<file path="src/rtl/rr_arbiter32.sv">
// Round-robin arbiter for 32 requesters sharing the mux32 data path.
// Registered one-hot grant and mux select, with optional hold-time revocation.
module rr_arbiter32 #(
    parameter int unsigned N        = 32,
    parameter int unsigned IDXW     = 5,
    parameter int unsigned MAX_HOLD = 16,
    parameter int unsigned CNTW     = 8
) (
    input  logic            clk,
    input  logic            rst_n,
    input  logic [N-1:0]    req,
    input  logic            release_i,
    output logic [N-1:0]    gnt,
    output logic [IDXW-1:0] sel,
    output logic            busy,
    output logic            timeout
);

    typedef enum logic [0:0] {IDLE, GRANT} state_t;

    localparam logic [CNTW-1:0] HOLD_LAST = CNTW'((MAX_HOLD == 0) ? 0 : MAX_HOLD - 1);
    localparam logic [CNTW-1:0] CNT_MAX   = '1;
    localparam logic [IDXW:0]   N_EXT     = (IDXW + 1)'(N);
    localparam logic [IDXW-1:0] LAST_IDX  = IDXW'(N - 1);

    state_t            state_q, state_d;
    logic [N-1:0]      gnt_q, gnt_d;
    logic [IDXW-1:0]   sel_q, sel_d;
    logic              busy_q, busy_d;
    logic              timeout_q, timeout_d;
    logic [IDXW-1:0]   ptr_q, ptr_d;
    logic [CNTW-1:0]   cnt_q, cnt_d;

    logic [2*N-1:0]    req_dbl;
    logic [N-1:0]      req_rot;
    logic [IDXW-1:0]   win_off;
    logic [IDXW:0]     win_sum;
    logic [IDXW-1:0]   win_idx;
    logic              rel_a, rel_b, rel_c;

    // Rotate req so ptr sits at bit 0, take the lowest set bit, rotate back.
    always_comb begin
        req_dbl = {req, req} >> ptr_q;
        req_rot = req_dbl[N-1:0];
        win_off = '0;
        for (int k = N - 1; k >= 0; k--) begin
            if (req_rot[k]) win_off = IDXW'(k);
        end
        win_sum = {1'b0, ptr_q} + {1'b0, win_off};
        if (win_sum >= N_EXT) win_sum = win_sum - N_EXT;
        win_idx = win_sum[IDXW-1:0];
    end

    always_comb begin
        rel_a = release_i;
        rel_b = !req[sel_q];
        rel_c = (MAX_HOLD != 0) && (cnt_q == HOLD_LAST);
    end

    // Next-state and registered-output logic.
    always_comb begin
        state_d   = state_q;
        gnt_d     = gnt_q;
        sel_d     = sel_q;
        busy_d    = busy_q;
        timeout_d = 1'b0;
        ptr_d     = ptr_q;
        cnt_d     = cnt_q;
        case (state_q)
            IDLE: begin
                if (req != '0) begin
                    gnt_d   = N'(1) << win_idx;
                    sel_d   = win_idx;
                    busy_d  = 1'b1;
                    cnt_d   = '0;
                    state_d = GRANT;
                end
            end
            GRANT: begin
                if (rel_a || rel_b || rel_c) begin
                    gnt_d     = '0;
                    busy_d    = 1'b0;
                    state_d   = IDLE;
                    ptr_d     = (sel_q == LAST_IDX) ? '0 : sel_q + IDXW'(1);
                    timeout_d = rel_c && !rel_a && !rel_b;
                end else if (cnt_q != CNT_MAX) begin
                    cnt_d = cnt_q + CNTW'(1);
                end
            end
            default: state_d = IDLE;
        endcase
    end

    always_ff @(posedge clk or negedge rst_n) begin
        if (!rst_n) begin
            state_q   <= IDLE;
            gnt_q     <= '0;
            sel_q     <= '0;
            busy_q    <= 1'b0;
            timeout_q <= 1'b0;
            ptr_q     <= '0;
            cnt_q     <= '0;
        end else begin
            state_q   <= state_d;
            gnt_q     <= gnt_d;
            sel_q     <= sel_d;
            busy_q    <= busy_d;
            timeout_q <= timeout_d;
            ptr_q     <= ptr_d;
            cnt_q     <= cnt_d;
        end
    end

    assign gnt     = gnt_q;
    assign sel     = sel_q;
    assign busy    = busy_q;
    assign timeout = timeout_q;

endmodule

</file>
<file path="config.mk">
export PLATFORM = sky130hd
export DESIGN_NAME = rr_arbiter32
export DESIGN_NICKNAME = d
export VERILOG_FILES = /design/src/rtl/rr_arbiter32.sv
export SDC_FILE = /design/constraint.sdc
export NUM_CORES = 1
export LEC_CHECK = 0
export BUFFER_PORTS_ARGS = -buffer_cell sky130_fd_sc_hd__buf_2
export CAP_MARGIN = 5
export CELL_PAD_IN_SITES_DETAIL_PLACEMENT = 0
export CELL_PAD_IN_SITES_GLOBAL_PLACEMENT = 2
export CORE_ASPECT_RATIO = 2
export CORE_MARGIN = 2
export CORE_UTILIZATION = 43
export CTS_CLUSTER_SIZE = 20
export DETAILED_ROUTE_END_ITERATION = 10
export PLACE_DENSITY_LB_ADDON = 0.1
export SLEW_MARGIN = 10
export SYNTH_ARGS = -nofsm -noshare
export SYNTH_HDL_FRONTEND = slang
export SYNTH_SLANG_ARGS = --single-unit
</file>
<file path="constraint.sdc">
create_clock -name clk -period 8.1 [get_ports clk]
set_clock_uncertainty 0.1 [all_clocks]
set_input_delay 0.405 -clock clk [delete_from_list [all_inputs] [get_ports clk]]
set_output_delay 0.405 -clock clk [all_outputs]
set_load 0.05 [all_outputs]
</file>
==> results of run 1 <==
[how the worst min path moves through the flow]
| stage | cells past startpoint | slack (ns) | startpoint | endpoint |
|---|---|---|---|---|
| floorplan | 0 | 0.009 | rst_n | busy |
| global route | 2 | 0.17 | rst_n | gnt[12] |
| global placement | 2 | 0.36 | busy | busy |
| CTS | 2 | 0.15 | rst_n | gnt[12] |
| detailed placement | 2 | 0.38 | gnt[24] | gnt[24] |
| finish | 2 | 0.11 | rst_n | gnt[12] |
[metrics by stage]
step / util / cells / area (µm²)
3_3_place_gp: 0.455 / 972 / 7860
4_1_cts: 0.465 / 980 / 8030
5_1_grt: 0.465 / 980 / 8040
6_report: 0.465 / 980 / 8040
2_1_floorplan: - / 773 / 7610
3_5_place_dp: 0.455 / 972 / 7860
[placed cells by master (no fill, tap or decap), types with 11 or more instances in the layout]
cell     count
o22ai_1     11
mux4_2     115
dfrtp_1     49
mux2_2      23
nand3_1     77
o21ai_0     43
nor2_1      46
buf_2       73
mux2i_1     49
a21oi_1     11
inv_1       11
nor3_1      15
buf_4       12
nand2_1     76
nor4_1      11
[registers in the layout, summed over array words and instances, names as in the netlist]
signal / flops
gnt: 32
cnt_q: 8
ptr_q: 5
sel: 5
busy: 1
state_q: 1
timeout: 1
[critical path, stage by stage (launching register included)]
cell and delay [ns]:
dfrtp_4 0.99, buf_4 0.48, mux4_2 0.59, mux4_2 0.56, nand2_1 0.12, o311ai_0 0.29, and2b_1 0.43, nor2b_1 0.08
a311oi_1 0.26, nor2_1 0.07, ha_1 0.34, nor2b_1 0.15, o21ai_0 0.14, nand2b_1 0.12, xnor2_1 0.54, nand2_1 0.31
nor2_1 0.26, o21ai_0 0.13, nand3_1 0.13
[layer usage]
| metal | vias up | wire length (µm) | track usage | part of all wire |
|---|---|---|---|---|
| met3 | 120 | 1770 | 0.0287 | 0.062 |
| li1 | 3003 | - | - | - |
| met5 | - | 0 | 0 | 0 |
| met4 | 0 | 2270 | 0.216 | 0.080 |
| met1 | 3456 | 8930 | 0.312 | 0.31 |
| met2 | 423 | 15500 | 0.572 | 0.54 |
[logic make-up after synthesis]
| family | Yosys count | share of synthesized area |
|---|---|---|
| simple gates | 276 | 0.179 |
| mux | 187 | 0.439 |
| compound gates | 132 | 0.115 |
| buf+inv | 109 | 0.0691 |
| flops | 53 | 0.174 |
| xor+xnor | 8 | 0.00921 |
| fa+ha+maj | 8 | 0.0141 |
[power by group through the flow]
stage	sequential, mW	clock, mW	combinational (mW)
2_1_floorplan	0.555	0	2.06
3_3_place_gp	0.551	0	2.75
3_5_place_dp	0.553	0	2.76
4_1_cts	0.549	0.263	2.77
5_1_grt	0.573	0.272	2.97
6_report	0.549	0.260	2.79
[cell type report]
type                            instances  area share
Clock buffer                            5      0.0156
Clock inverter                          3     0.00576
Inverter                               13     0.00607
Multi-Input combinational cell        611       0.717
Sequential cell                        53       0.166
Tap cell                              210      0.0327
Timing Repair Buffer                   85      0.0567
==> results.cfg, run 1 <==
[outcome]
run_status = finished clean

[synthesis]
syn_area_per_cell_um2 = 9.84
ys_async_sr_fraction = 1.00
edff_count_synth = 0
postSynth.topFlopCell = dfrtp_1
netlist_top_cells_area = mux4_2 34%, dfrtp_1 17%, mux2i_1 6.4%, nand3_1 5.1%, nand2_1 3.8%
synth.yosys.seq_area_share = 0.174
synth_top_cell_by_area = mux4_2
cell_with_the_most_instances_after_synthesis = mux4_2
yosysWarnings = 0
syn-cell-area_um2 = 7610
synthesis.nets = 816
postSynthCellCount = 773
synth-seq-cells = 53
synth_common_cells = 115 x mux4_2, 77 x nand3_1, 76 x nand2_1, 54 x clkbuf_1, 53 x dfrtp_1
synth_largest_type_area_fraction = 0.341
yosys.cell_types.count = 66

[setup_path]
setup.reg_to_reg.worst_slack_ns = 1.88
worstReg2RegStart = ptr_q[0]
crit_path_max_fanout = 49
worst_r2r_dst = gnt[16]
cp-startpoint = ptr_q[0]
critical_path_required_ns = 8.24
worst_setup_path_end_kind = flop
worst-endpoint-arrival_ns = 6.36
path_class = flop to flop
endpoint = gnt[16]
start_kind = flop
reg2regPathDepth = 18

[routing]
dr_wl_cell_um = 29.1
routed-via-count = 7002
dr.pass1.iters = 7
wl_um = 28500
drc = 0
detail-route-antenna-nets = 0
dr.first_iter.drc_count = 481
drt-vias-per-instance = 7.14

[floorplanning]
core-area_um2 = 17300
row_count = 68
floorplan.initialDensity = 0.440
chipHeight_um = 192
fp.dieArea_um2 = 18800
fp.dieW_um = 98.0
floorplan.io_pins = 74

[clock_network]
clk_path_buf_depth = 2
cts_tree = built
cts.sink_count = 53
cts-htree-levels = 2
cts_hold_repair.buffers = 0
cts-resized-gates = 0
clkSlewWorstSetupHoldPaths_ns = 0.08
clk_root_buffer_cell = clkbuf_16
post_cts_buffers = 0
clk_lat_worst_skew_ns = 0.31
cts_inserted_buffers = 5

[global_route]
antenna_found_initial = 0
first_global_vias = 7108
grt_pass1_wl_um = 43500
grt_max_degree = 54
overall_overflow_remaining_after_global_route = 0
groute.usage.overall = 0.305

[power]
p_comb_frac = 0.775
power.leakage_nw = 3.15
netSwitchingFraction = 0.542
net-switching-power_mw = 1.95
clock_power_share = 0.072
power.density_cell_area_nw_per_um2 = 447
ir_worst_vdd_v = 0.000167
seqPwrFrac = 0.153
p_total_mw = 3.59
intPower_mw = 1.64

[sta]
maxSlewViolCount = 0
fin_hold_ws_ns = 0.113
slew-limit-headroom = 0.211
setup_viol_count_final = 0
worst_slack_ns = 1.88
max_freq_ghz = 0.161
worst_slew_pin_slew_ns = 1.18
rsz0062_at_grt = false
hold_viol_final = 0
setup_tns_ns = 0
layout_min_cycle_time_ns = 6.22
final_min_period_over_clock_period = 0.768

[cells_and_area]
nets = 812
post_route_cells_drive_above_1_share = 0.323
num_antenna_cells = 0
seqCellArea_um2 = 1330
area_growth_synth_to_finish_pct = 5.66
filler_cell_count = 1711
multi_input_area_um2 = 5760

[placement]
globalplace.congestion = 1.03
detailedPlacementHpwl_um = 21200
dpl_worst_slack_ns = 1.94
io_buffers = 73

[hold_path]
worst_hold_path_type = input port to asynchronous set/reset pin

[job]
max_cap_viol_count = 0
Note: power is estimated with default switching activity, not from simulation.
==> run 2: changes to the inputs <==
--- a/config.mk
+++ b/config.mk
@@ -11,7 +11,7 @@
 export CELL_PAD_IN_SITES_GLOBAL_PLACEMENT = 2
 export CORE_ASPECT_RATIO = 2
 export CORE_MARGIN = 2
-export CORE_UTILIZATION = 43
+export CORE_UTILIZATION = 36
 export CTS_CLUSTER_SIZE = 20
 export DETAILED_ROUTE_END_ITERATION = 10
 export PLACE_DENSITY_LB_ADDON = 0.1
==> constraint.sdc (replaced) <==
create_clock -name clk -period 5.72 [get_ports clk]
set_clock_uncertainty 0.1 [all_clocks]
set_input_delay 0.286 -clock clk [delete_from_list [all_inputs] [get_ports clk]]
set_output_delay 0.286 -clock clk [all_outputs]
set_load 0.05 [all_outputs]
==> results.cfg, run 2 (synthesis gave the netlist of run 1 again) <==
[placement]
globalplace.congestion = 0.951
io_buffers = 73
post-place-cells = 1056
dpl_worst_slack_ns = -0.0679
detailedPlacementHpwl_um = 22600

[floorplanning]
floorplan.io_pins = 74
floorplan.initialDensity = 0.365
row_count = 75
chipHeight_um = 210
fp.dieW_um = 107
core-area_um2 = 20800
fp.dieArea_um2 = 22400

[routing]
dr.first_iter.drc_count = 466
drc = 0
routed-via-count = 7210
detail-route-antenna-nets = 0
wl_um = 29900
drt-vias-per-instance = 6.76
dr.pass1.iters = 5
dr_wl_cell_um = 28.1

[setup_path]
path_class = flop to flop
worst_setup_path_end_kind = flop
start_kind = flop
critical_path_required_ns = 5.86
worst-endpoint-arrival_ns = 5.53
reg2regPathDepth = 16
crit_path_max_fanout = 17
worstReg2RegStart = ptr_q[2]
cp-startpoint = ptr_q[2]

[sta]
maxSlewViolCount = 0
worst_slew_pin_slew_ns = 0.887
max_freq_ghz = 0.186
layout_min_cycle_time_ns = 5.39
worst_slack_ns = 0.330
rsz0062_at_grt = true
hold_viol_final = 0
setup_viol_count_final = 0
final_min_period_over_clock_period = 0.942
slew-limit-headroom = 0.409

[cells_and_area]
layout.cells.most_common = mux4_2
nets = 840
post_route_cells_drive_above_1_share = 0.353
num_antenna_cells = 0
area_growth_synth_to_finish_pct = 10.6
layout_common_cells = 115 x mux4_2, 77 x nand3_1, 76 x nand2_1
final_cell_count_no_fill = 1067
largest_register_ffs = 32

[power]
p_comb_frac = 0.812
power.leakage_nw = 3.32
power.density_cell_area_nw_per_um2 = 634
netSwitchingFraction = 0.535
intPower_mw = 2.48
clock_power_share = 0.062
seqPwrFrac = 0.126
ir_worst_vdd_v = 0.000264
net-switching-power_mw = 2.85

[job]
max_cap_viol_count = 0

[outcome]
run_status = finished clean

[clock_network]
cts_inserted_buffers = 5
cts.sink_count = 53
cts_hold_repair.buffers = 0
clk_lat_worst_skew_ns = 0.31
clk_root_buffer_cell = clkbuf_16
clkSlewWorstSetupHoldPaths_ns = 0.08
cts-htree-levels = 2
clk_path_buf_depth = 2
cts_tree = built

[global_route]
overall_overflow_remaining_after_global_route = 0
grt_pass1_wl_um = 45500
grt_max_degree = 56
antenna_found_initial = 0
groute.usage.overall = 0.270
first_global_vias = 7371

[hold_path]
worst_hold_path_type = input port to asynchronous set/reset pin
[run 2: cell count changes in the layout (fill, tap and decap cells not counted), sizes merged]
cell and change:
clkinvlp -1, bufinv -1, inv +2, buf +28
[run 2: cell type report]
class | count | area [µm²]
multi-input cells | 611 | 5790
flip-flops and latches | 53 | 1340
clock buffers | 5 | 125
well taps | 269 | 337
fillers | 2151 | 12400
inverters | 13 | 51.3
repair buffers | 113 | 743
clock inverters | 3 | 28.8
[run 2: per-stage QoR]
step	power [mW]	util	hold slack, ns	instance area, µm²	setup TNS (ns)
floorplan	3.71	-	-0.110	7610	0
global placement	4.89	0.392	0.352	8170	0
detailed placement	4.92	0.392	0.361	8170	-0.193
CTS	5.26	0.400	0.0359	8340	0
global route	5.67	0.404	0.0745	8410	-0.00218
finish	5.34	0.404	0.000676	8410	0
[run 2: path summary, 6_finish.rpt]
check | to | slack (ns)
min in group clk | timeout | 0.15
max in group asynchronous | ptr_q[0] | 4.96
min | gnt[15] | 0.0007
max reg2reg | gnt[11] | 0.33
max | gnt[11] | 0.33
min reg2reg | gnt[16] | 0.39
[run 2: power groups by stage]
stage               registers [mW]  logic [mW]  clock network (mW)
finish                       0.672        4.33               0.332
detailed placement           0.715        4.20                   0
global placement             0.707        4.18                   0
CTS                          0.708        4.21               0.344
global route                 0.698        4.62               0.358
floorplan                    0.786        2.92                   0
[run 2: metal layers]
metal  global-route usage  share of wire  vias up
li1                     -              -     3066
met1                0.270           0.31     3579
met2                0.508           0.55      426
met3               0.0276          0.062      139
met4                0.188          0.082        0
met5                    0              0        -
[run 2: timing repair]
action | in CTS | in global routing
resized for setup | 2 | 7
setup endpoints to repair | 12 | 32
hold endpoints to repair | 0 | 0
setup buffers | 0 | 3
[run 2: critical path, stage by stage (launching register included)]
cell and delay, ns:
dfrtp_4 0.66, mux4_2 0.60, a222oi_1 0.54, mux4_2 0.40, o311ai_0 0.24, nor2b_1 0.34
o31ai_1 0.13, a311oi_1 0.28, nor2_1 0.12, ha_1 0.30, buf_4 0.15, a21oi_1 0.15
xor2_1 0.18, or3_1 0.54, nor2_1 0.31, o21ai_0 0.15, nand3_1 0.08
==> run 3: changes to the inputs <==
--- a/config.mk
+++ b/config.mk
@@ -15,6 +15,7 @@
 export CTS_CLUSTER_SIZE = 20
 export DETAILED_ROUTE_END_ITERATION = 10
 export PLACE_DENSITY_LB_ADDON = 0.1
+export RECOVER_POWER = 100
 export SLEW_MARGIN = 10
 export SYNTH_ARGS = -nofsm -noshare
 export SYNTH_HDL_FRONTEND = slang
==> results.cfg, run 3 (synthesis gave the netlist of run 1 again) <==
[global_route]
grt_pass1_wl_um = 45500
overall_overflow_remaining_after_global_route = 0
first_global_vias = 7371
grt_max_degree = 56
groute.usage.overall = 0.270
antenna_found_initial = 0

[outcome]
violations = max-capacitance violations, max-slew violations
run_status = finished, violations left

[setup_path]
start_kind = flop
crit_chain = mux4_2 > a222oi_1 > mux4_2 > o311ai_0 > nor2b_1 > o31ai_1 > a311oi_1 > nor2_1 > ha_1 > buf_4 > a21oi_1 > xor2_1 > or3_1 > nor2_1 > o21ai_0 > nand3_1
worst_setup_path_end_kind = flop
critical_path_required_ns = 5.86
path_class = flop to flop
setup.reg_to_reg.worst_slack_ns = 0.34
max_stage_delay_ns = 0.67
reg2regPathDepth = 16
worst_path_max_delay_cell = dfrtp_4
crit_path_max_fanout = 17
worst-endpoint-arrival_ns = 5.52

[routing]
drc = 0
dr.first_iter.drc_count = 503
met1Wirelength_um = 9270
wl_um = 29900
dr.pass1.iters = 6
dr_wl_cell_um = 28.0
drt-vias-per-instance = 6.72
routed-via-count = 7174
detail-route-antenna-nets = 0
route.top_layer_used = met4
met2RoutedLength_um = 16200
met3WireLength_um = 1890

[cells_and_area]
layout.cells.most_common = mux4_2
finalInstanceArea_um2 = 8360
postLayoutCoreUtil = 0.401
largest_register_ffs = 32
layout_common_cells = 115 x mux4_2, 77 x nand3_1, 76 x nand2_1
nets = 840
area_growth_synth_to_finish_pct = 9.85
filler_cell_count = 2166
post_route_cells_drive_above_1_share = 0.302
num_antenna_cells = 0

[clock_network]
clkSlewWorstSetupHoldPaths_ns = 0.08
cts_inserted_buffers = 5
cts_tree = built
clk_path_buf_depth = 2
cts-htree-levels = 2
cts_hold_repair.buffers = 0
clk_lat_worst_skew_ns = 0.31
cts.sink_count = 53
clk_root_buffer_cell = clkbuf_16

[floorplanning]
fp.dieW_um = 107
floorplan.io_pins = 74
core-area_um2 = 20800
chipHeight_um = 210
fp.dieArea_um2 = 22400
floorplan.initialDensity = 0.365
row_count = 75

[sta]
max_freq_ghz = 0.186
final_min_period_over_clock_period = 0.940
slew-limit-headroom = -0.992
setup_viol_count_final = 0
fin_hold_ws_ns = 0.145
maxSlewViolCount = 54
rsz0062_at_grt = true
setup_tns_ns = 0
layout_min_cycle_time_ns = 5.38
worst_slack_ns = 0.341
hold_viol_final = 0
worst_slew_pin_slew_ns = 2.99

[power]
ir_worst_vdd_v = 0.000264
power.leakage_nw = 3.15
power.density_cell_area_nw_per_um2 = 636

[placement]
io_buffers = 73
dpl_worst_slack_ns = -0.0679
detailedPlacementHpwl_um = 22600
globalplace.congestion = 0.951
placed_cell_area_um2 = 8170

[hold_path]
worst_hold_path_type = input port to flop
min_path_cells = 3

[job]
max_cap_viol_count = 1
run 3: path summary, 6_finish.rpt:
path                            startpoint  endpoint
worst max-delay path              ptr_q[2]    gnt[8]
worst min register to register     gnt[16]   gnt[16]
min in group asynchronous            rst_n   gnt[15]
worst max register to register    ptr_q[2]    gnt[8]
worst min-delay path             release_i   timeout
max in group asynchronous            rst_n  ptr_q[0]
run 3: critical path, delay by kind of cell (launching register included):
family                     cells  cell delay (ns)
DFF                            1             0.67
and+or+nand+nor                5             1.40
AOI/OAI and AO/OA              6             1.48
xor gates and xnor gates       1             0.17
buffers and inverters          1             0.15
adders and majority gates      1             0.30
muxes                          2             1.00
run 3: final cells by class:
type                       instances  area [µm²]  area share
sequential                        53        1340       0.160
tap                              269         337      0.0403
clock inverter                     3        28.8     0.00344
timing repair buffer             113         691      0.0827
inverter                          13        51.3     0.00614
multi-input combinational        611        5790       0.693
clock buffer                       5         125      0.0150
run 3: per-layer routing:
layer	global-route usage	up-vias
li1	-	3070
met1	0.270	3523
met2	0.508	436
met3	0.0276	145
met4	0.188	0
met5	0	-
run 3: timing repair:
action,in CTS,in global routing
resized for setup,2,7
setup endpoints to repair,12,32
setup buffers,0,3
run 3: report_power, final:
part | leakage (nW) | internal, mW | switching [mW] | total (mW)
Clock | 0.0763 | 0.169 | 0.164 | 0.333
Combinational | 2.37 | 1.81 | 2.49 | 4.31
Sequential | 0.706 | 0.480 | 0.197 | 0.676
Total | 3.15 | 2.46 | 2.85 | 5.31
run 3: stage by stage:
stage	instances	total power [mW]
after floorplan	773	3.71
after global placement	1056	4.89
after detailed placement	1056	4.92
after CTS	1064	5.26
after global routing	1067	5.66
final	1067	5.31
